--- src/rtl/uart_pkg.sv ---
// Shared UART constants used by the RX buffer and the rest of the UART slice.
package uart_pkg;

    localparam int UART_DATA_W         = 8;
    localparam int UART_FIFO_DEPTH_DEF = 16;
    // clk cycles per UART bit period
    localparam int UART_BAUD_DIV       = 868;

endpackage

--- src/rtl/uart_sync_edge.sv ---
// Two-flop synchronizer followed by a rising-edge detector.
// Produces exactly one clk-wide pulse per rising edge of the asynchronous level,
// two clk edges after the edge is first sampled. Reusable for other UART crossings.
module uart_sync_edge (
    input  logic clk,
    input  logic rst,
    input  logic din,
    output logic pulse
);

    logic s1_reg;
    logic s2_reg;
    logic s3_reg;

    // synchronizer chain plus one history flop for edge detection
    always_ff @(posedge clk or negedge rst) begin
        if (!rst) begin
            s1_reg <= 1'b0;
            s2_reg <= 1'b0;
            s3_reg <= 1'b0;
        end else begin
            s1_reg <= din;
            s2_reg <= s1_reg;
            s3_reg <= s2_reg;
        end
    end

    assign pulse = s2_reg & ~s3_reg;

endmodule

--- src/rtl/uart_rx_fifo.sv ---
// Receive-side byte buffer behind the UART receiver.
// Captures one byte per rx_ready rising edge into a first-word-fall-through FIFO
// and presents it on a valid/ready interface. Dropped bytes set a sticky overrun.
module uart_rx_fifo
    import uart_pkg::*;
#(
    parameter  int DEPTH  = UART_FIFO_DEPTH_DEF,
    localparam int ADDR_W = $clog2(DEPTH)
) (
    input  logic                   clk,
    input  logic                   rst,
    input  logic [UART_DATA_W-1:0] rx_data,
    input  logic                   rx_ready,
    output logic [UART_DATA_W-1:0] out_data,
    output logic                   out_valid,
    input  logic                   out_ready,
    output logic [ADDR_W:0]        level,
    output logic                   full,
    output logic                   overrun,
    input  logic                   flush,
    input  logic                   ovr_clr
);

    // Storage is small, so it is read asynchronously to give fall-through
    // behaviour without an output staging register.
    logic [UART_DATA_W-1:0] mem [DEPTH];

    // Pointers carry one extra wrap bit so full and empty are distinguishable.
    logic [ADDR_W:0] wr_ptr_reg;
    logic [ADDR_W:0] rd_ptr_reg;
    logic [ADDR_W:0] wr_ptr_next;
    logic [ADDR_W:0] rd_ptr_next;
    logic            overrun_reg;
    logic            overrun_next;

    logic wr_stb;
    logic empty;
    logic pop;
    logic wr_en;
    logic drop;

    uart_sync_edge u_rx_ready_sync (
        .clk   (clk),
        .rst   (rst),
        .din   (rx_ready),
        .pulse (wr_stb)
    );

    assign empty = (wr_ptr_reg == rd_ptr_reg);
    assign full  = (wr_ptr_reg[ADDR_W] != rd_ptr_reg[ADDR_W]) &&
                   (wr_ptr_reg[ADDR_W-1:0] == rd_ptr_reg[ADDR_W-1:0]);
    assign level = wr_ptr_reg - rd_ptr_reg;

    assign out_valid = ~empty;
    assign out_data  = mem[rd_ptr_reg[ADDR_W-1:0]];
    assign overrun   = overrun_reg;

    // flush overrides everything; a full FIFO still accepts a byte if a pop frees a slot
    assign pop   = out_valid & out_ready & ~flush;
    assign wr_en = wr_stb & ~flush & (~full | pop);
    assign drop  = wr_stb & ~flush & full & ~pop;

    // next-state for pointers and the sticky overrun flag
    always_comb begin
        wr_ptr_next  = wr_ptr_reg;
        rd_ptr_next  = rd_ptr_reg;
        overrun_next = overrun_reg;
        if (flush) begin
            wr_ptr_next  = '0;
            rd_ptr_next  = '0;
            overrun_next = 1'b0;
        end else begin
            if (wr_en) begin
                wr_ptr_next = wr_ptr_reg + 1'b1;
            end
            if (pop) begin
                rd_ptr_next = rd_ptr_reg + 1'b1;
            end
            // a drop on the same edge as ovr_clr keeps the flag set
            if (drop) begin
                overrun_next = 1'b1;
            end else if (ovr_clr) begin
                overrun_next = 1'b0;
            end
        end
    end

    // pointer and flag registers
    always_ff @(posedge clk or negedge rst) begin
        if (!rst) begin
            wr_ptr_reg  <= '0;
            rd_ptr_reg  <= '0;
            overrun_reg <= 1'b0;
        end else begin
            wr_ptr_reg  <= wr_ptr_next;
            rd_ptr_reg  <= rd_ptr_next;
            overrun_reg <= overrun_next;
        end
    end

    // byte storage; not reset, validity comes only from the pointers
    always_ff @(posedge clk) begin
        if (wr_en) begin
            mem[wr_ptr_reg[ADDR_W-1:0]] <= rx_data;
        end
    end

endmodule

--- config.mk ---
export PLATFORM = sky130hd
export DESIGN_NAME = uart_rx_fifo
export DESIGN_NICKNAME = d
export VERILOG_FILES = /design/src/rtl/uart_pkg.sv /design/src/rtl/uart_sync_edge.sv /design/src/rtl/uart_rx_fifo.sv
export SDC_FILE = /design/constraint.sdc
export NUM_CORES = 1
export LEC_CHECK = 0
export ABC_AREA = 1
export BUFFER_PORTS_ARGS = -buffer_cell sky130_fd_sc_hd__clkbuf_2
export CAP_MARGIN = 40
export CORE_MARGIN = 2
export CORE_UTILIZATION = 50
export CTS_BUF_LIST = sky130_fd_sc_hd__clkbuf_2 sky130_fd_sc_hd__clkbuf_4 sky130_fd_sc_hd__clkbuf_8
export CTS_CLUSTER_DIAMETER = 100
export DETAILED_ROUTE_END_ITERATION = 10
export PLACE_DENSITY = 0.76
export SLEW_MARGIN = 5
export SYNTH_ARGS = -nofsm -noshare
export SYNTH_HDL_FRONTEND = slang
export SYNTH_SLANG_ARGS = --single-unit
--- constraint.sdc ---
create_clock -name clk -period 3.1 [get_ports clk]
set_input_delay 0.155 -clock clk [delete_from_list [all_inputs] [get_ports clk]]
set_output_delay 0.155 -clock clk [all_outputs]
set_load 0.01 [all_outputs]
==> results of run 1 <==
-- cells in the mapped netlist (2+ instances only) --
cell,instances,share of area (%)
a21oi_1,4,0.32
buf_2,9,0.72
buf_4,7,0.84
buf_6,2,0.36
clkbuf_1,8,0.48
dfrtp_1,14,5.6
edfxtp_1,128,62
ha_1,9,1.8
inv_1,25,1.5
inv_2,3,0.18
nand2_1,194,12
nand2_2,3,0.30
nand3_1,40,3.2
nor2_1,60,3.6
nor3_1,14,1.1
nor3_2,2,0.32
o21ai_0,36,2.9
o21ai_1,12,0.96
xnor2_1,2,0.28
xor2_1,5,0.70
-- power breakdown --
group	leakage (nW)	total [mW]	switching [mW]	internal (mW)
clock	0.217	1.62	0.656	0.964
sequential	1.34	2.12	0.0194	2.10
combinational	1.24	0.706	0.499	0.207
-- metrics by stage --
| step | area, sq um | std cells | worst slack, ns | utilization, % | hold WS, ns |
|---|---|---|---|---|---|
| floorplan | 6246 | 585 | 0.5610 | - | -0.1406 |
| global placement | 6588 | 774 | 0.6584 | 54.39 | 0.07696 |
| detailed placement | 6588 | 774 | 0.5120 | 54.39 | 0.08769 |
| CTS | 7062 | 809 | 0.4673 | 58.31 | 0.09456 |
| global route | 7062 | 809 | 0.2634 | 58.31 | 0.1327 |
| finish | 7062 | 809 | 0.4541 | 58.31 | 0.1125 |
-- per-layer routing --
metal  routed length, microns  share of wire [%]
met3                     1454                9.9
met5                        0                  0
met4                      342                2.3
met2                     7188                 49
met1                     5752                 39
-- repair_timing --
action                                 in CTS  in global routing
buffers inserted                            0                  0
endpoints found under the hold margin      16                  0
gates resized for setup                     0                  0
hold buffers                                3                  0
-- worst max path at each step --
stage,to,depth (start not counted),start,slack (ns)
CTS,out_data[0],9,rd_ptr_reg[0]$_DFFE_PN0P_,0.47
detailed placement,mem[15][4]$_DFFE_PP_,7,rd_ptr_reg[2]$_DFFE_PN0P_,0.51
global placement,mem[15][4]$_DFFE_PP_,7,rd_ptr_reg[2]$_DFFE_PN0P_,0.66
floorplan,mem[1][0]$_DFFE_PP_,10,rd_ptr_reg[1]$_DFFE_PN0P_,0.56
global route,mem[15][1]$_DFFE_PP_,7,rd_ptr_reg[2]$_DFFE_PN0P_,0.26
finish,mem[15][4]$_DFFE_PP_,7,rd_ptr_reg[2]$_DFFE_PN0P_,0.45
-- cells by family after synthesis --
family	after synthesis	share of synthesized area [%]
xor+xnor	7	0.9816
fa+ha+maj	10	2.123
buf+inv	55	4.147
compound gates	54	4.627
simple gates	317	20.97
flops	142	67.15
-- worst reg2reg max path, delay by kind of cell (launching register included) --
family	cells	cell delay, ns
buffers and inverters	1	0.19
adder cells (fa/ha/maj)	1	0.38
AND/OR/NAND/NOR	4	0.98
AO/OA/AOI/OAI	1	0.13
flip-flops	1	0.60
-- final cells by class --
cell class | instances | area share [%]
multi-input combinational | 388 | 25.39
clock inverter | 13 | 2.764
timing repair buffer | 50 | 4.394
clock buffer | 19 | 3.526
inverter | 29 | 1.541
sequential | 142 | 59.41
tap | 168 | 2.977
==> run metrics, run 1 <==
Sequential Area=0.004195 sq mm; CTS tree=done; CP max-delay cell=dfrtp_1; Netlist cell types=28; DIE WIDTH=115.8 microns; EDFF count, synth=128; r2r startpoint=rd_ptr_reg[2]$_DFFE_PN0P_; final setup fails=0; multi-input logic area=0.001793 sq mm; crit start category=flip-flop; final wirelength=14740 microns; Overflow after GRT=0; most frequent cells in the layout=nand2_1, edfxtp_1, nor2_1; Hold Path End=rd_ptr_reg[3]$_DFFE_PN0P_; latest clock arrival within the worst-skew pair=0.44 ns; Max H-tree Level=4; gr usage total=23.23%; RR Endpoint=mem[15][4]$_DFFE_PP_; Power per Cell Area=629.6 mW/mm^2; Slew Viols, Final=0; Seq/Total Area, Yosys=67.15%; Avg Inst Size Synth=10.68 sq um; P_leak=2.799 nW; cell area after synthesis=0.006246 sq mm; syn nets=609; Vias/cell=5.476; pin count of the biggest net entering global routing=58; Root Buffer=clkbuf_8; status=complete, no violations; Antenna diodes=0; commonest non-fill, non-tap cell in the layout=nand2_1; Routed Antenna Nets=0; crit path buf inv count=1; flop-to-flop setup slack=0.45 ns; Num CTS Buffers=17; r2r worst-path depth=7; vias=4430; clock buffer depth=2; Fmax achieved=377.9 MHz; main flop type after synthesis=edfxtp_1; critical path cell sequence=inv_2, ha_1, nand2_2, nor2_4, o211ai_4, nand2_4, nor2_1; Final period util=85.35%; nets=652; CP Capture Type=flip-flop; gpl congestion=0.9714; Fin. Hold Viols=0; hpwl dp=9483 microns; register bit count reported by yosys=142; first-pass GRT wire length=22410 microns; fin crit period=2.646 ns; DRT iter0 DRCs=530; number of global-route vias before repair=4188; Setup Skew=0.008648 ns; Clock Sinks=142; initial antenna violation count=0; unrepaired setup endpoints after global routing=false; Worst Path Max Fanout=21; Post-synth ARST share=9.859%; Filler cells=1029; max reg flops=128; first-pass detailed-route iteration total=6; Die H=115.8 microns; CP max stage delay=0.60 ns; routed len/inst=18.22 microns; clk slew on worst S/H paths=0.07 ns; FP Rows=40; grt peak-use layer=met2; layout cells sized above 1=14.04%; worst hold path type=input port to flip-flop; hold path startpoint=out_ready; Starting Density=51.57%; max cap viols=0; worst slew pin tran=0.5835 ns; CORE AREA=0.01211 sq mm; Area Overhead vs Synth=13.06%; Syn Inst Count=585; met3 usage=5.387%; # IOs=30; Worst Hold Depth=4; Final Power=4.446 mW; Port-buffer cells=29; synth warn=0; crit path kind=flip-flop to flip-flop; Fin Setup TNS=0 ns; critical path's top delay family=simple AND/OR/NAND/NOR gates; M1 GR Usage=30.99%; final routed DRC violation total=0; grt met2 use=37.31%; CP arrival=2.72 ns; Die Area=0.01340 sq mm; Slew HR=60.96%; Max VDD drop=0.4979 mV; Required @ worst endpoint=3.17 ns
No activity file was read; power rests on OpenSTA's default activity.
==> inputs of run 2 (changes only) <==
--- a/config.mk
+++ b/config.mk
@@ -8,12 +8,16 @@
 export ABC_AREA = 1
 export BUFFER_PORTS_ARGS = -buffer_cell sky130_fd_sc_hd__clkbuf_2
 export CAP_MARGIN = 40
+export CELL_PAD_IN_SITES_DETAIL_PLACEMENT = 1
+export CELL_PAD_IN_SITES_GLOBAL_PLACEMENT = 1
 export CORE_MARGIN = 2
 export CORE_UTILIZATION = 50
 export CTS_BUF_LIST = sky130_fd_sc_hd__clkbuf_2 sky130_fd_sc_hd__clkbuf_4 sky130_fd_sc_hd__clkbuf_8
 export CTS_CLUSTER_DIAMETER = 100
+export CTS_CLUSTER_SIZE = 8
 export DETAILED_ROUTE_END_ITERATION = 10
-export PLACE_DENSITY = 0.76
+export PLACE_DENSITY = 0.9
+export RECOVER_POWER = 50
 export SLEW_MARGIN = 5
 export SYNTH_ARGS = -nofsm -noshare
 export SYNTH_HDL_FRONTEND = slang
==> run 2 against run 1 <==
Global-route usage increased by 4.1 points. Register-to-register slack worse by 0.13 ns. Hold slack worse by 0.012 ns. Largest power group unchanged.
==> run metrics, run 2 (synthesis gave the netlist of run 1 again) <==
Slew HR=27.91% (-33 points); most frequent cells in the layout=nand2_1, edfxtp_1, nor2_1; vias=4502 (+1.6%); Antenna diodes=0 (unchanged); CTS tree=done; r2r startpoint=rd_ptr_reg[2]$_DFFE_PN0P_; Num CTS Buffers=17 (unchanged); critical path's top delay family=buffers and inverters; pin count of the biggest net entering global routing=44 (-24%); layout cells sized above 1=11.74% (-2.3 points); clk slew on worst S/H paths=0.08 ns (about the same); hpwl dp=11260 microns (+19%); post-CTS setup buffers=0 (unchanged); CP max stage delay=0.47 ns (-0.13 ns); DP Area=0.006593 sq mm (about the same); Vias/cell=5.579 (+1.9%); Port-buffer cells=29 (unchanged); crit path kind=flip-flop to primary output; number of global-route vias before repair=4862 (+16%); status=complete, no violations; worst slew pin tran=1.081 ns (+0.4979 ns); DRT iter0 DRCs=362 (-32%); Final Cell Area=0.006970 sq mm (-1.3%); Clock Sinks=142 (unchanged); Starting Density=51.57% (unchanged); most frequent CP cell=nand2_1; unrepaired setup endpoints after global routing=false; Die Area=0.01340 sq mm (unchanged); clock buffer depth=2 (unchanged); Power per Cell Area=608.3 mW/mm^2 (-3.4%); CP Capture Type=primary output; Critical path origin=rd_ptr_reg[0]$_DFFE_PN0P_; first-pass GRT wire length=26080 microns (+16%); DIE WIDTH=115.8 microns (unchanged); CP max-delay cell=inv_2; nets=651 (-0.15%); Max VDD drop=0.2888 mV (-42%); Root Buffer=clkbuf_8; Fin. Hold Viols=0 (unchanged); Required @ worst endpoint=2.94 ns (-0.23 ns); routed len/inst=21.12 microns (+16%); initial antenna violation count=0 (unchanged); Die H=115.8 microns (unchanged); Routed Antenna Nets=0 (unchanged); P_leak=2.738 nW (-2.2%); max reg flops=128 (unchanged); fin crit period=2.878 ns (+0.2324 ns); Worst Path Max Fanout=34 (+62%); FP Rows=40 (unchanged); # IOs=30 (unchanged); Fmax achieved=347.4 MHz (-8.1%); crit start category=flip-flop; Final Power=4.240 mW (-4.6%); Fin Setup TNS=0 ns (unchanged); CORE AREA=0.01211 sq mm (unchanged); Setup Skew=0.01498 ns (+0.006330 ns); max cap viols=0 (unchanged); Final period util=92.85% (+7.5 points); commonest non-fill, non-tap cell in the layout=nand2_1; hold path startpoint=out_ready; Max H-tree Level=4 (unchanged); first-pass detailed-route iteration total=5 (-1); critical path cell sequence=buf_4, inv_2, buf_12, nand2_1, nand2_1, nand2_1, o21ai_1, nand2_1, nand2_1, inv_1, nand2_1, clkbuf_2; final setup fails=0 (unchanged); latest clock arrival within the worst-skew pair=0.45 ns (about the same); Slew Viols, Final=0 (unchanged); Area Overhead vs Synth=11.60%; crit path buf inv count=5 (+4); CP arrival=2.72 ns (about the same); final routed DRC violation total=0 (unchanged); Overflow after GRT=0 (unchanged); worst hold path type=input port to flip-flop; gr usage total=27.37% (+4.1 points); gpl congestion=0.9026 (-7.1%); final wirelength=17050 microns (+16%)
run 2: cell count changes in the layout (fill, tap and decap cells not counted), sizes merged:
| cell | before | now |
|---|---|---|
| bufinv | 5 | 2 |
| clkbuf | 48 | 50 |
| clkinvlp | 3 | 1 |
| clkinv | 6 | 8 |
| buf | 18 | 17 |
run 2: layer usage:
metal / global-route usage [%] / up-vias / part of all wire [%]
met5: 0 / - / 0
met4: 13.33 / 0 / 3.0
met3: 5.701 / 33 / 5.0
met2: 47.41 / 156 / 51
met1: 32.72 / 2266 / 40
li1: - / 2047 / -
run 2: timing repair:
action,in CTS,in global routing
hold buffers,3,0
endpoints found under the hold margin,16,0
gates resized for setup,0,0
run 2: per-stage QoR:
step | cells | worst slack [ns] | util [%] | hold WS, ns
floorplan | 585 | 0.5610 | - | -0.1406
global placement | 773 | 0.6184 | 54.43 | 0.07906
detailed placement | 773 | 0.3960 | 54.43 | 0.09403
CTS | 807 | 0.1922 | 57.67 | 0.07362
global route | 807 | 0.008606 | 57.55 | 0.1087
finish | 807 | 0.2217 | 57.55 | 0.1008
run 2: final timing paths:
check	endpoint	slack (ns)	cells after the start
max in group asynchronous	rd_ptr_reg[0]$_DFFE_PN0P_	2.19	2
setup / recovery	out_data[2]	0.22	12
hold / removal	rd_ptr_reg[3]$_DFFE_PN0P_	0.10	4
min in group asynchronous	rd_ptr_reg[2]$_DFFE_PN0P_	0.33	2
setup reg to reg	mem[15][2]$_DFFE_PP_	0.32	7
hold reg to reg	u_rx_ready_sync.s2_reg$_DFF_PN0_	0.37	0
run 2: area by class of cell:
| class | count | area (sq um) |
|---|---|---|
| clock buffers | 21 | 264.0 |
| flip-flops and latches | 142 | 4195 |
| clock inverters | 10 | 97.59 |
| repair buffers | 49 | 301.5 |
| multi-input cells | 388 | 1793 |
| inverters | 29 | 108.9 |
| fillers | 1347 | 5141 |
| well taps | 168 | 210.2 |
run 2: report_power, final:
part	internal, mW	switching [mW]	total [mW]
registers	2.10	0.0111	2.11
logic	0.212	0.530	0.742
clock network	0.729	0.657	1.39
run 2: worst register-to-register path, stage by stage, from the launching register on:
cell and delay, ns:
dfrtp_1 0.62, inv_2 0.19, ha_1 0.39, nand2_2 0.15
nor2_4 0.07, o211ai_4 0.14, nand2_4 0.25, nor2_1 0.61
==> inputs of run 3 (changes only) <==
--- a/config.mk
+++ b/config.mk
@@ -11,12 +11,12 @@
 export CELL_PAD_IN_SITES_DETAIL_PLACEMENT = 1
 export CELL_PAD_IN_SITES_GLOBAL_PLACEMENT = 1
 export CORE_MARGIN = 2
-export CORE_UTILIZATION = 50
+export CORE_UTILIZATION = 46
 export CTS_BUF_LIST = sky130_fd_sc_hd__clkbuf_2 sky130_fd_sc_hd__clkbuf_4 sky130_fd_sc_hd__clkbuf_8
 export CTS_CLUSTER_DIAMETER = 100
 export CTS_CLUSTER_SIZE = 8
 export DETAILED_ROUTE_END_ITERATION = 10
-export PLACE_DENSITY = 0.9
+export PLACE_DENSITY = 0.87
 export RECOVER_POWER = 50
 export SLEW_MARGIN = 5
 export SYNTH_ARGS = -nofsm -noshare
==> constraint.sdc (replaced) <==
create_clock -name clk -period 2.3 [get_ports clk]
set_input_delay 0.115 -clock clk [delete_from_list [all_inputs] [get_ports clk]]
set_output_delay 0.115 -clock clk [all_outputs]
set_load 0.01 [all_outputs]
==> run 3 against run 2 <==
Worst setup slack got worse by 0.16 ns. Critical path depth fell by 4. Register-to-register slack got worse by 0.26 ns. Utilization fell by 3.0 points. Hold slack got worse by 0.061 ns. Non-clock buffer count rose by 15. Final cell count rose by 3.0%. Sequential cell count did not move. Clock skew fell by 0.0049 ns. Critical endpoint is now mem[1][5]$_DFFE_PP_. Largest power group unchanged.
==> run metrics, run 3 (synthesis gave the netlist of run 1 again) <==
Power per Cell Area=826.2 mW/mm^2 (+36%); Inst Count DP=791 (+2.3%); Setup Skew=0.01012 ns (-0.004862 ns); gpl congestion=0.9233 (+2.3%); Fin. Hold Viols=0 (unchanged); final core utilization=54.51% (-3.0 points); clock buffer depth=2 (unchanged); max reg flops=128 (unchanged); gr usage total=25.64% (-1.7 points); final routed DRC violation total=0 (unchanged); Max VDD drop=0.3641 mV (+26%); hold path startpoint=out_ready; Slew HR=28.00% (+0.091 points); most frequent cells in the layout=nand2_1, edfxtp_1, nor2_1; Max H-tree Level=4 (unchanged); first-pass GRT wire length=26740 microns (+2.5%); CORE AREA=0.01324 sq mm (+9.3%); Port-buffer cells=29 (unchanged); Overflow after GRT=0 (unchanged); Min Hold Slack=0.03964 ns (-0.06117 ns); commonest non-fill, non-tap cell in the layout=nand2_1; crit start category=flip-flop; status=complete, no violations; Fmax achieved=447.1 MHz; CP arrival=2.40 ns (-0.32 ns); hpwl dp=11650 microns (+3.5%); Antenna diodes=0 (unchanged); worst hold path type=input port to flip-flop; r2r startpoint=wr_ptr_reg[0]$_DFFE_PN0P_; DRT iter0 DRCs=419 (+16%); clk slew on worst S/H paths=0.07 ns (about the same); Slew Viols, Final=0 (unchanged); DP Area=0.006688 sq mm (+1.4%); Area Overhead vs Synth=15.56%; Worst Path Max Fanout=21 (-38%); fin crit period=2.237 ns; Die Area=0.01453 sq mm (+8.4%); initial antenna violation count=0 (unchanged); final setup fails=0 (unchanged); Num CTS Buffers=17 (unchanged); routed len/inst=21.53 microns (+1.9%); Vias/cell=5.491 (-1.6%); crit path kind=flip-flop to flip-flop; Critical path origin=wr_ptr_reg[0]$_DFFE_PN0P_; number of global-route vias before repair=4733 (-2.7%); latest clock arrival within the worst-skew pair=0.46 ns (about the same); Post-Place Worst Slack=0.008644 ns (-0.3873 ns); nets=666 (+2.3%); Required @ worst endpoint=2.47 ns (-0.47 ns); layout cells sized above 1=15.57% (+3.8 points); FP Rows=42 (+5.0%); unrepaired setup endpoints after global routing=true; Die H=120.5 microns (+4.1%); Routed Antenna Nets=0 (unchanged); final worst slack=0.06340 ns (-0.1583 ns); Non-Filler Instances=831 (+3.0%); Final Cell Area=0.007218 sq mm (+3.6%); Starting Density=47.17% (-4.4 points); Final period util=97.24%; final wirelength=17890 microns (+5.0%); Clock Sinks=142 (unchanged); worst slew pin tran=1.080 ns (-0.001368 ns); max cap viols=0 (unchanged); pin count of the biggest net entering global routing=58 (+32%); vias=4563 (+1.4%); DIE WIDTH=120.5 microns (+4.1%); CP Capture Type=flip-flop; Root Buffer=clkbuf_8; first-pass detailed-route iteration total=5 (unchanged); # IOs=30 (unchanged); CTS tree=done; P_leak=2.866 nW (+4.7%)
-- run 3: worst paths after layout --
| path | to | slack, ns | cells after the start |
|---|---|---|---|
| min reg2reg | u_rx_ready_sync.s2_reg$_DFF_PN0_ | 0.35 | 0 |
| min | rd_ptr_reg[3]$_DFFE_PN0P_ | 0.04 | 4 |
| max in group asynchronous | wr_ptr_reg[0]$_DFFE_PN0P_ | 1.43 | 2 |
| min in group asynchronous | overrun$_DFFE_PN0P_ | 0.28 | 2 |
| max | mem[1][5]$_DFFE_PP_ | 0.06 | 8 |
| max reg2reg | mem[1][5]$_DFFE_PP_ | 0.06 | 8 |
-- run 3: metal layers --
layer | routed length (microns) | vias to the layer above | track usage (%)
li1 | - | 2081 | -
met1 | 6964 | 2235 | 31.49
met2 | 8872 | 192 | 41.84
met3 | 1259 | 55 | 5.660
met4 | 794 | 0 | 14.75
met5 | 0 | - | 0
-- run 3: where the power goes --
part / internal (mW) / switching [mW]
Clock: 1.10 / 0.900
Sequential: 2.83 / 0.0207
Combinational: 0.362 / 0.747
Total: 4.30 / 1.67
-- run 3: what timing repair did --
item,4_1_cts,5_1_grt
resized for setup,5,6
setup endpoints to repair,9,78
hold buffers,3,0
endpoints found under the hold margin,16,0
buffers inserted,0,3
gates cloned,0,2
-- run 3: cell type report --
cell class / instances / area, sq um
clock buffer: 25 / 312.8
clock inverter: 7 / 87.58
fill: 1461 / 6025
inverter: 29 / 111.4
multi-input combinational: 388 / 1818
sequential: 142 / 4197
tap: 176 / 220.2
timing repair buffer: 64 / 471.7
-- run 3: critical path: stages, from the launching register on --
cell      delay [ns]
dfrtp_2         0.44
inv_1           0.15
ha_1            0.27
nand2_1         0.14
nor2_4          0.06
o211ai_4        0.16
nand2_8         0.21
nor3_1          0.27
buf_4           0.24
-- run 3: metrics by stage --
step,power (mW),TNS (ns)
5_1_grt,6.189,-0.3453
4_1_cts,5.893,0
3_5_place_dp,3.900,0
3_3_place_gp,3.841,0
2_1_floorplan,3.530,-21.01
6_report,5.964,0
